$ cat config.mk
export PLATFORM = sky130hd
export DESIGN_NAME = hgcal_fc_l1a_arbiter
export DESIGN_NICKNAME = d
export VERILOG_FILES = /design/src/rtl/hgcal_fc_pkg.sv /design/src/rtl/hgcal_fc_l1a_window_counter.sv /design/src/rtl/hgcal_fc_l1a_arbiter.sv
export SDC_FILE = /design/constraint.sdc
export NUM_CORES = 1
export LEC_CHECK = 0
export CAP_MARGIN = 20
export CORE_MARGIN = 2
export CORE_UTILIZATION = 39
export CTS_BUF_LIST = sky130_fd_sc_hd__clkbuf_8
export CTS_CLUSTER_DIAMETER = 60
export DETAILED_ROUTE_END_ITERATION = 10
export MAX_ROUTING_LAYER = met4
export PLACE_DENSITY = 0.71
export SYNTH_ARGS = -nofsm -noshare
export SYNTH_HDL_FRONTEND = slang
export SYNTH_SLANG_ARGS = --single-unit
$ cat constraint.sdc
create_clock -name clk40 -period 8.4 [get_ports clk40]
set_input_delay 0.84 -clock clk40 [delete_from_list [all_inputs] [get_ports clk40]]
set_output_delay 0.84 -clock clk40 [all_outputs]
set_load 0.01 [all_outputs]
$ cat src/rtl/hgcal_fc_pkg.sv
// rtl/hgcal_fc_pkg.sv - shared constants for the fast-control L1A arbiter
package hgcal_fc_pkg;

  localparam int NSRC_DEFAULT = 4;

  typedef enum logic [1:0] {
    SRC_PERIODIC = 2'd0,
    SRC_EXTERNAL = 2'd1,
    SRC_CALIB    = 2'd2,
    SRC_RANDOM   = 2'd3
  } l1a_src_e;

  localparam logic [7:0]  GAP_MAX  = 8'd255;
  localparam logic [15:0] DROP_MAX = 16'hFFFF;

endpackage

$ cat src/rtl/hgcal_fc_l1a_window_counter.sv
// rtl/hgcal_fc_l1a_window_counter.sv - sliding-window count of L1A fires over WINDOW BX
module hgcal_fc_l1a_window_counter #(
  parameter int WINDOW = 16,
  parameter int CW     = $clog2(WINDOW + 1)
) (
  input  logic          clk40,
  input  logic          reset,
  input  logic          fire,
  output logic [CW-1:0] count
);

  logic [WINDOW-1:0] hist;

  always_ff @(posedge clk40) begin
    if (reset) begin
      hist  <= '0;
      count <= '0;
    end else begin
      hist  <= {hist[WINDOW-2:0], fire};
      count <= count + CW'(fire) - CW'(hist[WINDOW-1]);
    end
  end

endmodule

$ cat src/rtl/hgcal_fc_l1a_arbiter.sv
// rtl/hgcal_fc_l1a_arbiter.sv - fixed-priority L1A merge with spacing, window, throttle and slot rules
module hgcal_fc_l1a_arbiter
  import hgcal_fc_pkg::*;
#(
  parameter int NSRC   = NSRC_DEFAULT,
  parameter int SRCW   = 2,
  parameter int WINDOW = 16
) (
  input  logic            clk40,
  input  logic            reset,
  input  logic            enable,
  input  logic [NSRC-1:0] src_mask,
  input  logic [NSRC-1:0] req,
  input  logic            throttle,
  input  logic            slot_busy,
  input  logic [7:0]      min_gap,
  input  logic [5:0]      max_in_window,
  input  logic            clear_counters,
  output logic            l1a,
  output logic [SRCW-1:0] l1a_src,
  output logic [NSRC-1:0] pending,
  output logic            veto,
  output logic [31:0]     l1a_count,
  output logic [15:0]     drop_count
);

  localparam int CW = $clog2(WINDOW + 1);
  localparam int DW = $clog2(NSRC + 1);

  logic [NSRC-1:0] eligible;
  logic [NSRC-1:0] pending_next;
  logic [NSRC-1:0] drop_bits;
  logic [DW-1:0]   drop_inc;
  logic [SRCW-1:0] grant_src;
  logic            allow;
  logic            grant;
  logic [7:0]      gap_cnt;
  logic [7:0]      gap_min;
  logic [CW-1:0]   win_cnt;
  logic [16:0]     drop_sum;

  // The window history is fed from the l1a register input, so win_cnt already
  // includes the L1A currently on the output when the next grant is decided.
  hgcal_fc_l1a_window_counter #(
    .WINDOW (WINDOW),
    .CW     (CW)
  ) u_window (
    .clk40 (clk40),
    .reset (reset),
    .fire  (grant),
    .count (win_cnt)
  );

  always_comb begin
    eligible  = enable ? (pending | (req & src_mask)) : '0;
    gap_min   = (min_gap == 8'd0) ? 8'd1 : min_gap;
    allow     = enable && !throttle && !slot_busy && (gap_cnt >= gap_min) &&
                ((max_in_window == 6'd0) || (6'(win_cnt) < max_in_window));
    grant     = allow && (|eligible);
    grant_src = '0;
    for (int i = NSRC - 1; i >= 0; i--) begin
      if (eligible[i]) grant_src = SRCW'(i);
    end
    pending_next = grant ? (eligible & ~(NSRC'(1) << grant_src)) : eligible;
    drop_bits    = enable ? (req & src_mask & pending) : '0;
    drop_inc     = '0;
    for (int i = 0; i < NSRC; i++) begin
      drop_inc = drop_inc + DW'(drop_bits[i]);
    end
    drop_sum = {1'b0, drop_count} + 17'(drop_inc);
  end

  always_ff @(posedge clk40) begin
    if (reset) begin
      l1a        <= 1'b0;
      l1a_src    <= '0;
      pending    <= '0;
      veto       <= 1'b0;
      gap_cnt    <= GAP_MAX;
      l1a_count  <= '0;
      drop_count <= '0;
    end else begin
      l1a     <= grant;
      if (grant) l1a_src <= grant_src;
      pending <= pending_next;
      veto    <= |pending_next;
      gap_cnt <= grant ? 8'd1 : ((gap_cnt == GAP_MAX) ? GAP_MAX : gap_cnt + 8'd1);
      if (clear_counters) begin
        l1a_count  <= '0;
        drop_count <= '0;
      end else begin
        l1a_count  <= l1a_count + 32'(grant);
        drop_count <= (drop_sum > 17'(DROP_MAX)) ? DROP_MAX : drop_sum[15:0];
      end
    end
  end

endmodule

==> impl_metrics.json <==
{
  "ys_seq_elements": 84,
  "io-pin-count": 84,
  "start_util_pct": 40.0,
  "critPathMaxFanout": 11,
  "postCtsSetupBuffers": 0,
  "ys_seq_area_share_pct": 43.2,
  "fin_crit_sh_pct": 53.1,
  "grt-ovfl-total": 0,
  "p_leak_nw": 1.94,
  "antenna_found_initial": 0,
  "period_minus_slack_ns": 4.46,
  "final.fill_count": 933,
  "worst_r2r_endpoint": "l1a_count[28]$_SDFF_PP0_",
  "postSynthAreaPerCell_sq_um": 9.06,
  "cp.required_ns": 8.67,
  "die_w_um": 104,
  "syn_to_final_growth_pct": 29.2,
  "grt_first_pass_wirelength_um": 14300,
  "antenna_cells": 0,
  "syn_inst": 429,
  "dp_hpwl_um": 5900,
  "setup_viol": 0,
  "timing.hold.ws_ns": 0.437,
  "vias": 3185,
  "yosysTopAreaCellShare_pct": 43.2,
  "die_y_um": 104,
  "post-synth-top-area-cell": "dfxtp_1",
  "std_cell_rows": 36,
  "drt_iter0_drc": 84,
  "core_area_sq_um": 9730,
  "timing.setup.tns_ns": 0,
  "reg2reg_setup_slack_ns": 4.61,
  "portBuffers": 83,
  "cts_tree": "done",
  "drcViolationCount": 0,
  "synth_top_family_by_area": "simple AND/OR/NAND/NOR gates",
  "ant_nets": 0,
  "rsz0062_at_grt": "false",
  "first_global_vias": 3210,
  "dr.pass1.iters": 4,
  "hold_violations": 0,
  "min_path_type": "register to register",
  "h-tree-depth": 3,
  "drv_slew": 0,
  "max-cap-violations": 0,
  "syn_nets": 482,
  "hold_depth": 1,
  "clkSinkCount": 84,
  "max_slew_margin_pct": 32.8,
  "post_dp_cell_area_sq_um": 4830,
  "p_total_uw": 848,
  "groute.usage.overall_pct": 16.1,
  "place_ws_ns": 3.54,
  "muxShareOfSynthArea_pct": 0.772,
  "synth_compound_area_share_pct": 10.6,
  "holdCritStartpoint": "u_window.hist[13]$_SDFF_PP0_",
  "synth_xor_area_share_pct": 9.01,
  "place_inst": 630,
  "synth-simple-area-share_pct": 23.2,
  "ctsHoldBuffers": 0,
  "synth_edf_count": 0,
  "fin_skew_ns": 0.0123,
  "worstRegToRegCells": 13,
  "cts_buffers": 9,
  "start_kind": "primary input",
  "hold_end": "u_window.hist[14]$_SDFF_PP0_",
  "synthTopCellsByArea": "dfxtp_1 43%, xor2_1 7.0%, ha_1 6.8%, a21oi_1 4.0%, nor2_1 3.4%",
  "powerDensity_nw_per_um2": 169,
  "synth_flop_cell": "dfxtp_1",
  "drive_gt1_share_pct": 3.90,
  "final_util_pct": 51.7,
  "postCtsResizedCells": 0,
  "synth_area_sq_um": 3890,
  "viasPerCell": 4.93,
  "tightest_slew_ns": 1.01,
  "path_clk_slew_ns": 0.09,
  "cts_buffer_depth": 2,
  "final_area_sq_um": 5030,
  "synth_warnings": 0,
  "nets": 561,
  "synth_cell_types": 43,
  "die_area_sq_um": 10800,
  "synth_fa_ha_area_share_pct": 8.82,
  "grt_max_degree": 49,
  "regToRegStartpoint": "gap_cnt[7]$_SDFF_PP1_",
  "path_class": "primary input to register",
  "synthArstFlopShare_pct": 0,
  "worstSkewPairLatency_ns": 0.34,
  "final_cells": 646,
  "wl_per_cell_um": 12.5,
  "setup_ws_ns": 3.94,
  "place_congestion": 0.812,
  "peakVddDrop_mv": 0.0633,
  "critPathCaptureType": "register",
  "outcome": "finished, final reports clean",
  "max_freq_ghz": 0.224,
  "cts-root-buf": "clkbuf_8",
  "crit_arrival_ns": 4.73,
  "routed_wl_um": 8090
}
cells in the mapped netlist (5+ instances only):
| library cell | instances |
|---|---|
| dfxtp_1 | 84 |
| nor2_1 | 35 |
| a21oi_1 | 31 |
| xor2_1 | 31 |
| inv_1 | 30 |
| nand3_1 | 25 |
| nand2_1 | 23 |
| ha_1 | 21 |
| nor2b_1 | 18 |
| and3_1 | 15 |
| clkbuf_1 | 13 |
| nand4_1 | 12 |
| o21ai_0 | 10 |
| xnor2_1 | 9 |
| or3_1 | 7 |
| a211oi_1 | 5 |
| a21o_1 | 5 |
| and4_1 | 5 |
| nand2b_1 | 5 |
| nor3_1 | 5 |
layout make-up:
cell class	instances	area (sq um)	area share, %
multi-input cells	300	2040	40.5
flip-flops and latches	84	1680	33.5
repair buffers	83	831	16.5
well taps	133	166	3.31
clock buffers	12	165	3.29
inverters	30	113	2.24
clock inverters	4	32.5	0.647
cells in the final DEF, fill, tap and decap left out, types with 4 or more instances in the layout:
cell / count
a21oi_1: 31
nor2b_1: 18
clkdlybuf4s50_1: 83
clkbuf_8: 12
a211oi_1: 5
xor2_1: 31
nand2b_1: 5
nor2_1: 35
a21o_1: 5
or3_1: 7
inv_1: 30
nor3_1: 5
dfxtp_1: 84
xnor2_1: 9
and3_1: 15
and4_1: 5
a31oi_1: 4
fa_1: 4
and2_1: 4
o21ai_0: 10
nand4_1: 12
ha_1: 21
nand3_1: 25
nand2_1: 23
logic make-up (layout without fill, tap and decap cells):
| logic type | Yosys count | after routing |
|---|---|---|
| simple gates | 165 | 165 |
| flops | 84 | 84 |
| compound gates | 67 | 67 |
| buf+inv | 45 | 129 |
| xor+xnor | 40 | 40 |
| fa+ha+maj | 25 | 25 |
| mux | 3 | 3 |
routing by layer:
layer | vias up | global-route usage, % | wire (um)
met5 | - | - | 0
met4 | 0 | 6.08 | 171
met3 | 16 | 3.13 | 310
met2 | 57 | 27.6 | 3920
met1 | 1479 | 18.6 | 3690
li1 | 1633 | - | -
registers in the layout, indices dropped and copies added (netlist names):
name	count
u_window.count	5
veto	1
l1a_count	32
l1a_src	2
u_window.hist	16
gap_cnt	8
drop_count	16
pending	4
power breakdown:
group          internal (mW)  switching, mW
clock network          0.133          0.145
logic                 0.0674         0.0671
registers              0.415         0.0209
how the worst max path moves through the flow:
stage | slack, ns | endpoint | start
3_5_place_dp | 3.54 | l1a_count[28]$_SDFF_PP0_ | min_gap[4]
2_1_floorplan | 4.67 | l1a_count[31]$_SDFF_PP0_ | min_gap[4]
5_1_grt | 3.56 | l1a_count[28]$_SDFF_PP0_ | min_gap[4]
6_report | 3.94 | l1a_count[28]$_SDFF_PP0_ | min_gap[4]
3_3_place_gp | 3.79 | l1a_count[28]$_SDFF_PP0_ | min_gap[4]
4_1_cts | 3.87 | l1a_count[28]$_SDFF_PP0_ | min_gap[4]
critical path, cell delays in order:
cell and delay [ns]:
clkdlybuf4s50_1 0.42, nor4_1 0.30, a41o_1 0.21, ha_1 0.11, nand2b_1 0.10, a31oi_1 0.11
o221ai_1 0.23, o311a_1 0.42, and2_1 0.23, ha_1 0.24, ha_1 0.29, nand2_1 0.09
nor3_2 0.30, nand3_1 0.30, or3_1 0.38, a21oi_1 0.15
Note: power is estimated with default switching activity, not from simulation.
